$ cat config.mk
export PLATFORM = sky130hd
export DESIGN_NAME = gas_alarm_manager
export DESIGN_NICKNAME = d
export VERILOG_FILES = /design/src/rtl/gas_alarm_pkg.sv /design/src/rtl/gas_event_counter.sv /design/src/rtl/gas_alarm_manager.sv
export SDC_FILE = /design/constraint.sdc
export NUM_CORES = 1
export LEC_CHECK = 0
export ABC_CLOCK_PERIOD_IN_PS = 4000
export BUFFER_PORTS_ARGS = -buffer_cell sky130_fd_sc_hd__clkbuf_2
export CAP_MARGIN = 20
export CORE_UTILIZATION = 45
export CTS_CLUSTER_DIAMETER = 50
export DETAILED_ROUTE_END_ITERATION = 10
export PLACE_DENSITY_LB_ADDON = 0.15
export RECOVER_POWER = 100
export REMOVE_ABC_BUFFERS = 1
export SKIP_LAST_GASP = 1
export SLEW_MARGIN = 10
export SYNTH_ARGS = -nofsm -noshare
export SYNTH_HDL_FRONTEND = slang
export SYNTH_HIERARCHICAL = 1
export SYNTH_SLANG_ARGS = --single-unit
$ cat constraint.sdc
create_clock -name clk -period 4 [get_ports clk]
set_input_delay 0.8 -clock clk [delete_from_list [all_inputs] [get_ports clk]]
set_output_delay 0.8 -clock clk [all_outputs]
set_load 0.05 [all_outputs]
$ cat src/rtl/gas_alarm_pkg.sv
// Shared constants for the gas alarm manager: gas bit positions and level/state encoding.
package gas_alarm_pkg;

  localparam int NUM_GAS = 3;
  localparam int GAS_CH4 = 0;
  localparam int GAS_CO  = 1;
  localparam int GAS_CO2 = 2;

  localparam logic [1:0] ST_IDLE  = 2'd0;
  localparam logic [1:0] ST_ALERT = 2'd1;
  localparam logic [1:0] ST_ALARM = 2'd2;
  localparam logic [1:0] ST_HOLD  = 2'd3;

endpackage

$ cat src/rtl/gas_event_counter.sv
// Per-gas pending latch and saturating repeat counter; a detect in the same
// cycle as a clear restarts the count at 1.
module gas_event_counter #(
  parameter int CNT_W = 4
) (
  input  logic             clk,
  input  logic             arst_n,
  input  logic             set,
  input  logic             clr,
  output logic             pending,
  output logic [CNT_W-1:0] count
);

  logic             pending_q, pending_d;
  logic [CNT_W-1:0] count_q, count_d;

  always_comb begin
    pending_d = pending_q;
    count_d   = count_q;
    if (set) begin
      pending_d = 1'b1;
      if (clr) begin
        count_d = CNT_W'(1);
      end else if (count_q != '1) begin
        count_d = count_q + CNT_W'(1);
      end
    end else if (clr) begin
      pending_d = 1'b0;
      count_d   = '0;
    end
  end

  always_ff @(posedge clk or negedge arst_n) begin
    if (!arst_n) begin
      pending_q <= 1'b0;
      count_q   <= '0;
    end else begin
      pending_q <= pending_d;
      count_q   <= count_d;
    end
  end

  assign pending = pending_q;
  assign count   = count_q;

endmodule

$ cat src/rtl/gas_alarm_manager.sv
// Alarm manager: per-gas event counters, IDLE/ALERT/ALARM/HOLD FSM and buzzer drive.
// Optional ALERT inactivity auto-clear is enabled by defining GAS_ALARM_AUTOCLR_EN.
module gas_alarm_manager
  import gas_alarm_pkg::*;
#(
  parameter int CNT_W       = 4,
  parameter int ESC_THRESH  = 3,
  parameter int BEEP_HALF   = 4,
  parameter int HOLD_CYC    = 16
`ifdef GAS_ALARM_AUTOCLR_EN
  , parameter int AUTOCLR_CYC = 64
`endif
) (
  input  logic             clk,
  input  logic             arst_n,
  input  logic [2:0]       det,
  input  logic             ack,
  input  logic [2:0]       ack_mask,
  output logic [2:0]       pending,
  output logic [1:0]       level,
  output logic             buzzer,
  output logic [CNT_W-1:0] cnt_ch4,
  output logic [CNT_W-1:0] cnt_co,
  output logic [CNT_W-1:0] cnt_co2
);

  localparam int BEEP_W = $clog2(BEEP_HALF + 1);
  localparam int HOLD_W = $clog2(HOLD_CYC + 1);

  logic [NUM_GAS-1:0] clr;
  logic [NUM_GAS-1:0] pend;
  logic [NUM_GAS-1:0] pend_nxt;
  logic [CNT_W-1:0]   cnt     [NUM_GAS];
  logic [CNT_W-1:0]   cnt_nxt [NUM_GAS];
  logic               crit;
  logic               autoclr_fire;

  logic [1:0]        state_q, state_d;
  logic [BEEP_W-1:0] beep_q, beep_d;
  logic [HOLD_W-1:0] hold_q, hold_d;
  logic              buzzer_q, buzzer_d;

  for (genvar g = 0; g < NUM_GAS; g++) begin : g_gas
    assign clr[g] = (ack & ack_mask[g]) | autoclr_fire;
    gas_event_counter #(.CNT_W(CNT_W)) u_cnt (
      .clk     (clk),
      .arst_n  (arst_n),
      .set     (det[g]),
      .clr     (clr[g]),
      .pending (pend[g]),
      .count   (cnt[g])
    );
  end

  // The FSM decides on the values the counters will hold after this edge.
  always_comb begin
    pend_nxt = pend;
    crit     = 1'b0;
    for (int i = 0; i < NUM_GAS; i++) begin
      cnt_nxt[i] = cnt[i];
      if (det[i]) begin
        pend_nxt[i] = 1'b1;
        if (clr[i])               cnt_nxt[i] = CNT_W'(1);
        else if (cnt[i] != '1)    cnt_nxt[i] = cnt[i] + CNT_W'(1);
      end else if (clr[i]) begin
        pend_nxt[i] = 1'b0;
        cnt_nxt[i]  = '0;
      end
      if (cnt_nxt[i] >= CNT_W'(ESC_THRESH)) crit = 1'b1;
    end
    if (pend_nxt[GAS_CO]) crit = 1'b1;
  end

  always_comb begin
    state_d = state_q;
    case (state_q)
      ST_IDLE:  if (pend_nxt != '0) state_d = crit ? ST_ALARM : ST_ALERT;
      ST_ALERT: if (pend_nxt == '0) state_d = ST_HOLD;
                else if (crit)      state_d = ST_ALARM;
      ST_ALARM: if (pend_nxt == '0) state_d = ST_HOLD;
      default: begin
        if (pend_nxt != '0)                          state_d = crit ? ST_ALARM : ST_ALERT;
        else if (hold_q == HOLD_W'(HOLD_CYC - 1))    state_d = ST_IDLE;
      end
    endcase
  end

  // Beep phase restarts high on every ALERT entry.
  always_comb begin
    hold_d   = (state_q == ST_HOLD && state_d == ST_HOLD) ? hold_q + HOLD_W'(1) : '0;
    beep_d   = '0;
    buzzer_d = 1'b0;
    if (state_d == ST_ALARM) begin
      buzzer_d = 1'b1;
    end else if (state_d == ST_ALERT) begin
      if (state_q != ST_ALERT) begin
        buzzer_d = 1'b1;
      end else if (beep_q == BEEP_W'(BEEP_HALF - 1)) begin
        buzzer_d = ~buzzer_q;
      end else begin
        beep_d   = beep_q + BEEP_W'(1);
        buzzer_d = buzzer_q;
      end
    end
  end

`ifdef GAS_ALARM_AUTOCLR_EN
  localparam int AC_W = $clog2(AUTOCLR_CYC + 1);
  logic [AC_W-1:0] quiet_q, quiet_d;

  assign autoclr_fire = (state_q == ST_ALERT) && (det == 3'b000) &&
                        (quiet_q == AC_W'(AUTOCLR_CYC - 1));

  always_comb begin
    quiet_d = '0;
    if (state_q == ST_ALERT && state_d == ST_ALERT && det == 3'b000) quiet_d = quiet_q + AC_W'(1);
  end

  always_ff @(posedge clk or negedge arst_n) begin
    if (!arst_n) quiet_q <= '0;
    else         quiet_q <= quiet_d;
  end
`else
  assign autoclr_fire = 1'b0;
`endif

  always_ff @(posedge clk or negedge arst_n) begin
    if (!arst_n) begin
      state_q  <= ST_IDLE;
      beep_q   <= '0;
      hold_q   <= '0;
      buzzer_q <= 1'b0;
    end else begin
      state_q  <= state_d;
      beep_q   <= beep_d;
      hold_q   <= hold_d;
      buzzer_q <= buzzer_d;
    end
  end

  assign pending = pend;
  assign level   = state_q;
  assign buzzer  = buzzer_q;
  assign cnt_ch4 = cnt[GAS_CH4];
  assign cnt_co  = cnt[GAS_CO];
  assign cnt_co2 = cnt[GAS_CO2];

endmodule

# Word-level counts from Yosys, hierarchy flattened
# Cells that the tools add are included.
# totals
ff_bits	26
inputBits	9
out_inout_bits	18
elab_cells	78
# classes
addsub	5
magnitude_cmp	3
n_eq_ne	13
n_mux	39
bitwise_logic	4
reduce_logical	4
# op_table
op	n
$mux W4	12
$mux W1	14
$mux W2	7
$add A4 B1 Y4 const B	3
$ge A4 B2 Y1 const B	3
$mux W3	4
$ne A4 B4 Y1 const B	3
$eq A2 B2 Y1 const B	4
$pmux W2 S3	1
$add A5 B1 Y5 const B	1
$eq A5 B4 Y1 const B	1
$mux W5	1
$eq A2 B1 Y1 const B	2
$ne A4 B2 Y1 const B	1
$add A3 B1 Y3 const B	1
$and A1 B1 Y1	3
$eq A3 B2 Y1 const B	1
$logic_not A3 Y1	1
$reduce_bool A3 Y1	1
$logic_not A2 Y1	1
$ne A2 B1 Y1 const B	1
$logic_and A1 B1 Y1	1
$not A1 Y1	1

# Longest topological paths before layout
# depth
word_depth	15
depth_mapped	7
ltp_nobuf	7

# By module
# The synthesis kept the hierarchy.
# by_module_without_submodules
mod	n_inst	cells_per_inst	area_each_um2
gas_event_counter	3	24	272.8
gas_alarm_manager	1	83	740.7

# Worst setup path before layout
# OpenSTA, ideal clock, no wires.
# synth_path
kind	register to register
start	register g_gas[1].u_cnt.count_q[0]
end	register state_q[1], in the netlist level[1]
arrival_ps	2067
path_slack_ps	1807
stages_incl_launch_ff	8
path_buffers	0
period_less_slack_ps	2193
path_cell_list	dfrtp_1 > ha_1 > a21oi_1 > o21ai_1 > a221o_1 > a21oi_2 > nand2_2 > a221o_1
# synth_via
elab_chain_len	11
elab_cells_between_ends	16
# synth_rtl
element	line	rtl
start: declaration	gas_event_counter.sv:15	logic [CNT_W-1:0] count_q, count_d;
start signal: assignment	gas_event_counter.sv:39	count_q <= count_d;
$add A4 B1 Y4 or $ne A4 B4 Y1 (tied branches)	gas_alarm_manager.sv:64	else if (cnt[i] != '1) cnt_nxt[i] = cnt[i] + CNT_W'(1);
$mux W4 (2 in series)	-	
$mux W4 *	-	
$ge A4 B2 Y1 *	gas_alarm_manager.sv:69	if (cnt_nxt[i] >= CNT_W'(ESC_THRESH)) crit = 1'b1;
$mux W1 * (2 in series)	gas_alarm_manager.sv:69	
$mux W1 *	gas_alarm_manager.sv:71	if (pend_nxt[GAS_CO]) crit = 1'b1;
$mux W2, on equally long branches	gas_alarm_manager.sv:77, gas_alarm_manager.sv:82, gas_alarm_manager.sv:79	
$mux W2, on equally long branches	gas_alarm_manager.sv:82, gas_alarm_manager.sv:77, gas_alarm_manager.sv:78	
$pmux W2 S3 *	gas_alarm_manager.sv:76	case (state_q)
net state_d[1]	gas_alarm_manager.sv:38	logic [1:0] state_q, state_d;
end signal: assignment	gas_alarm_manager.sv:134	state_q <= state_d;
end: declaration	gas_alarm_manager.sv:38	
# Mark *: on every way through the listed nets, which the timed path passes. The rest lies on a longest branch.
# A chain may end at the register's enable or synchronous reset.

# Worst setup path in the final report
# layout_path
start	register g_gas[0].u_cnt.count_q[0]
end	output cnt_ch4[0]
# layout_lines
element	line	rtl
start: declaration	gas_event_counter.sv:15	
start signal: assignment	gas_event_counter.sv:39	
end: declaration	gas_alarm_manager.sv:22	output logic [CNT_W-1:0] cnt_ch4,
# No word-level cell between the ends.

==> run_results.csv <==
group,metric,value,unit
status,status,"finished, final reports clean",
detailed_routing,vias,1255,
synth,synthDistinctLibCells,42,
synth,yosysSeqAreaShare,41.7,%
final_layout,fill_cells,355,
pwr,power_density,439,mW/mm^2
die,initial_core_util,46.7,%
worst_setup_path,crit_family,"flip-flops",
worst_setup_path,worst-r2r-cell-count,7,
global_route,grt_pass1_vias,1117,
hold_path,worstHoldStart,"hold_q[0]$_DFF_PN0_",
global_route,grt_pass1_wl,4980,um
timing,hold-worst-slack,0.491,ns
placed_design,place_hpwl,2310,um
final_layout,multi_input_comb_area,808,um^2
final_layout,diodes,0,
timing,maxClockFrequency,455,MHz
worst_setup_path,worstPathArrival,1.40,ns
synth,synthTopCellsByArea,"dfrtp_1, ha_1, a21oi_1",
final_layout,synthToLayoutAreaGrowth,10.7,%
synth,yosysMostFrequentCell,"dfrtp_1",
timing,setup_violations,0,
detailed_routing,antenna_left,0,
flow_run,drv_cap,0,
die,io_pins,27,
timing,post-route-period-util,54.9,%
clock_network,postCtsSetupRepairBufs,0,
placed_design,gp_congestion,0.760,
clock_network,cts.sinks,26,
detailed_routing,drtPass1Iterations,4,
global_route,antenna_found_initial,0,
worst_setup_path,start_kind,"flop",
timing,slew_viol_final,0,
timing,skew,0.00127,ns
detailed_routing,viasPerCell,5.50,
synth,synthArstFlopShare,100,%
die,num_rows,21,
die,die_h,60.9,um
synth,synth_area_per_cell,10.1,um^2
pwr,p_leak,0.778,nW
global_route,grt_max_degree,27,
pwr,ir_drop,0.162,mV
detailed_routing,drt_first_iter_violations,68,
clock_network,ctsHoldBuffers,0,
final_layout,fin_nets,201,
timing,max_slew_margin,4.68,%
worst_setup_path,crit_path_max_incr_delay,0.56,ns
timing,rsz0062_at_grt,"false",
detailed_routing,wirelength,3180,um
worst_setup_path,r2r_start,"g_gas[1].u_cnt/count[0]$_DFFE_PN0P_",
global_route,grt_overflow,0,
synth,synth_edf_count,0,
global_route,grtUsageTotal,18.3,%
timing,tightest_slew,1.43,ns
worst_setup_path,cp-end-kind,"output port",
clock_network,cts.reportedPaths.clkPinSlew,0.15,ns
worst_setup_path,r2r-end,"level[1]$_DFF_PN0_",
die,die_area,0.00370,mm^2
clock_network,cts_buffer_depth,2,
synth,synthCells,155,
clock_network,clk_latency,0.32,ns
clock_network,tritoncts,"done",
synth,ys_seq_elements,26,
worst_setup_path,cp_cell_sequence,"clkbuf_1",
worst_setup_path,path_class,"flop to output port",
pwr,p_total,0.757,mW
clock_network,cts_made_buffers,3,
timing,timing_hold_violations_final,0,
hold_path,hold-path-endpoint,"hold_q[0]$_DFF_PN0_",
detailed_routing,wl_per_cell,13.9,um
timing,fin_setup_tns,0,ns
worst_setup_path,rrSetupSlack,1.84,ns
hold_path,holdPathStages,1,
final_layout,regArea,651,um^2
detailed_routing,drc,0,
clock_network,ctsResizeCount,0,
timing,finalWorstPathRequiredPeriod,2.20,ns
worst_setup_path,path_buf_inv,1,
placed_design,port_buffers,26,
hold_path,hold_path_class,"flop to flop",
synth,synthTopCellsByCount,"dfrtp_1, a21oi_1, inv_1",
worst_setup_path,cp_max_fo,10,
die,core_area,0.00334,mm^2
die,die_w,60.9,um
clock_network,cts.htree.levels,1,
clock_network,clock_tree.root_cell,"clkbuf_4",
final_layout,drive_gt1_share,12.1,%
synth,yosysTopAreaCell,"dfrtp_1",
synth,yosys_warnings,6,
worst_setup_path,required,3.20,ns
synth,synth_flop_cell,"dfrtp_1",
synth,netlist.area_leader.share,41.7,%
worst_setup_path,crit_slowest_cell,"dfrtp_1",
synth,synthesis.area,0.00156,mm^2
-- stage by stage --
stage	instance area (um^2)	std cells	setup slack [ns]	utilization, %
2_1_floorplan	1540	152	1.81	-
3_3_place_gp	1720	224	1.68	51.7
3_5_place_dp	1720	224	1.64	51.7
4_1_cts	1780	228	1.92	53.2
5_1_grt	1730	228	1.73	51.7
6_report	1730	228	1.80	51.7
-- sequential cells by signal, summed over array words and instances, names as in the netlist --
| register | cells |
|---|---|
| g_gas.u_cnt/count | 12 |
| hold_q | 5 |
| beep_q | 3 |
| g_gas.u_cnt/pending | 3 |
| level | 2 |
| buzzer | 1 |
-- cells by family after synthesis --
logic type / Yosys count / share of synthesized area, %
and+or+nand+nor: 52 / 22.3
AOI/OAI and AO/OA: 44 / 19.7
DFF: 26 / 41.7
buffers and inverters: 17 / 4.82
adders and majority gates: 9 / 7.22
xor gates and xnor gates: 4 / 2.25
muxes: 3 / 1.93
-- layout by cell type (no fill, tap or decap), drive strengths merged, types with 4 or more instances in the layout --
cell type / instances
a21oi: 20
nand3: 6
ha: 9
nand2: 7
dfrtp: 26
nor2: 11
a21o: 4
nor3: 4
inv: 14
nand4: 5
clkbuf: 29
-- worst max-delay path by stage --
stage	startpoint	end	slack [ns]	depth (start not counted)
3_5_place_dp	det[1]	level[1]$_DFF_PN0_	1.64	7
4_1_cts	g_gas[1].u_cnt/count[0]$_DFFE_PN0P_	level[1]$_DFF_PN0_	1.92	7
3_3_place_gp	det[1]	level[1]$_DFF_PN0_	1.68	7
5_1_grt	g_gas[0].u_cnt/count[0]$_DFFE_PN0P_	cnt_ch4[0]	1.73	1
6_report	g_gas[0].u_cnt/count[0]$_DFFE_PN0P_	cnt_ch4[0]	1.80	1
2_1_floorplan	g_gas[1].u_cnt/count[0]$_DFFE_PN0P_	level[1]$_DFF_PN0_	1.81	7
-- where the power goes --
part / switching [mW] / total (mW) / internal (mW) / leakage (nW)
sequential: 0.0491 / 0.336 / 0.287 / 0.327
clock: 0.0807 / 0.182 / 0.101 / 0.0279
combinational: 0.169 / 0.239 / 0.0708 / 0.423
-- layout make-up --
type	instances	area share (%)
Multi-Input combinational cell	112	46.8
Sequential cell	26	37.7
Timing Repair Buffer	26	6.02
Tap cell	46	3.34
Inverter	14	3.05
Clock inverter	1	1.74
Clock buffer	3	1.31
-- metal layers --
metal / wire length (um) / global-route usage (%) / up-vias
li1: - / - / 624
met1: 1450 / 22.6 / 606
met2: 1580 / 31.9 / 23
met3: 134 / 4.90 / 2
met4: 19 / 4.22 / 0
met5: 0 / 0 / -
Power figures use the tool's default switching activity.
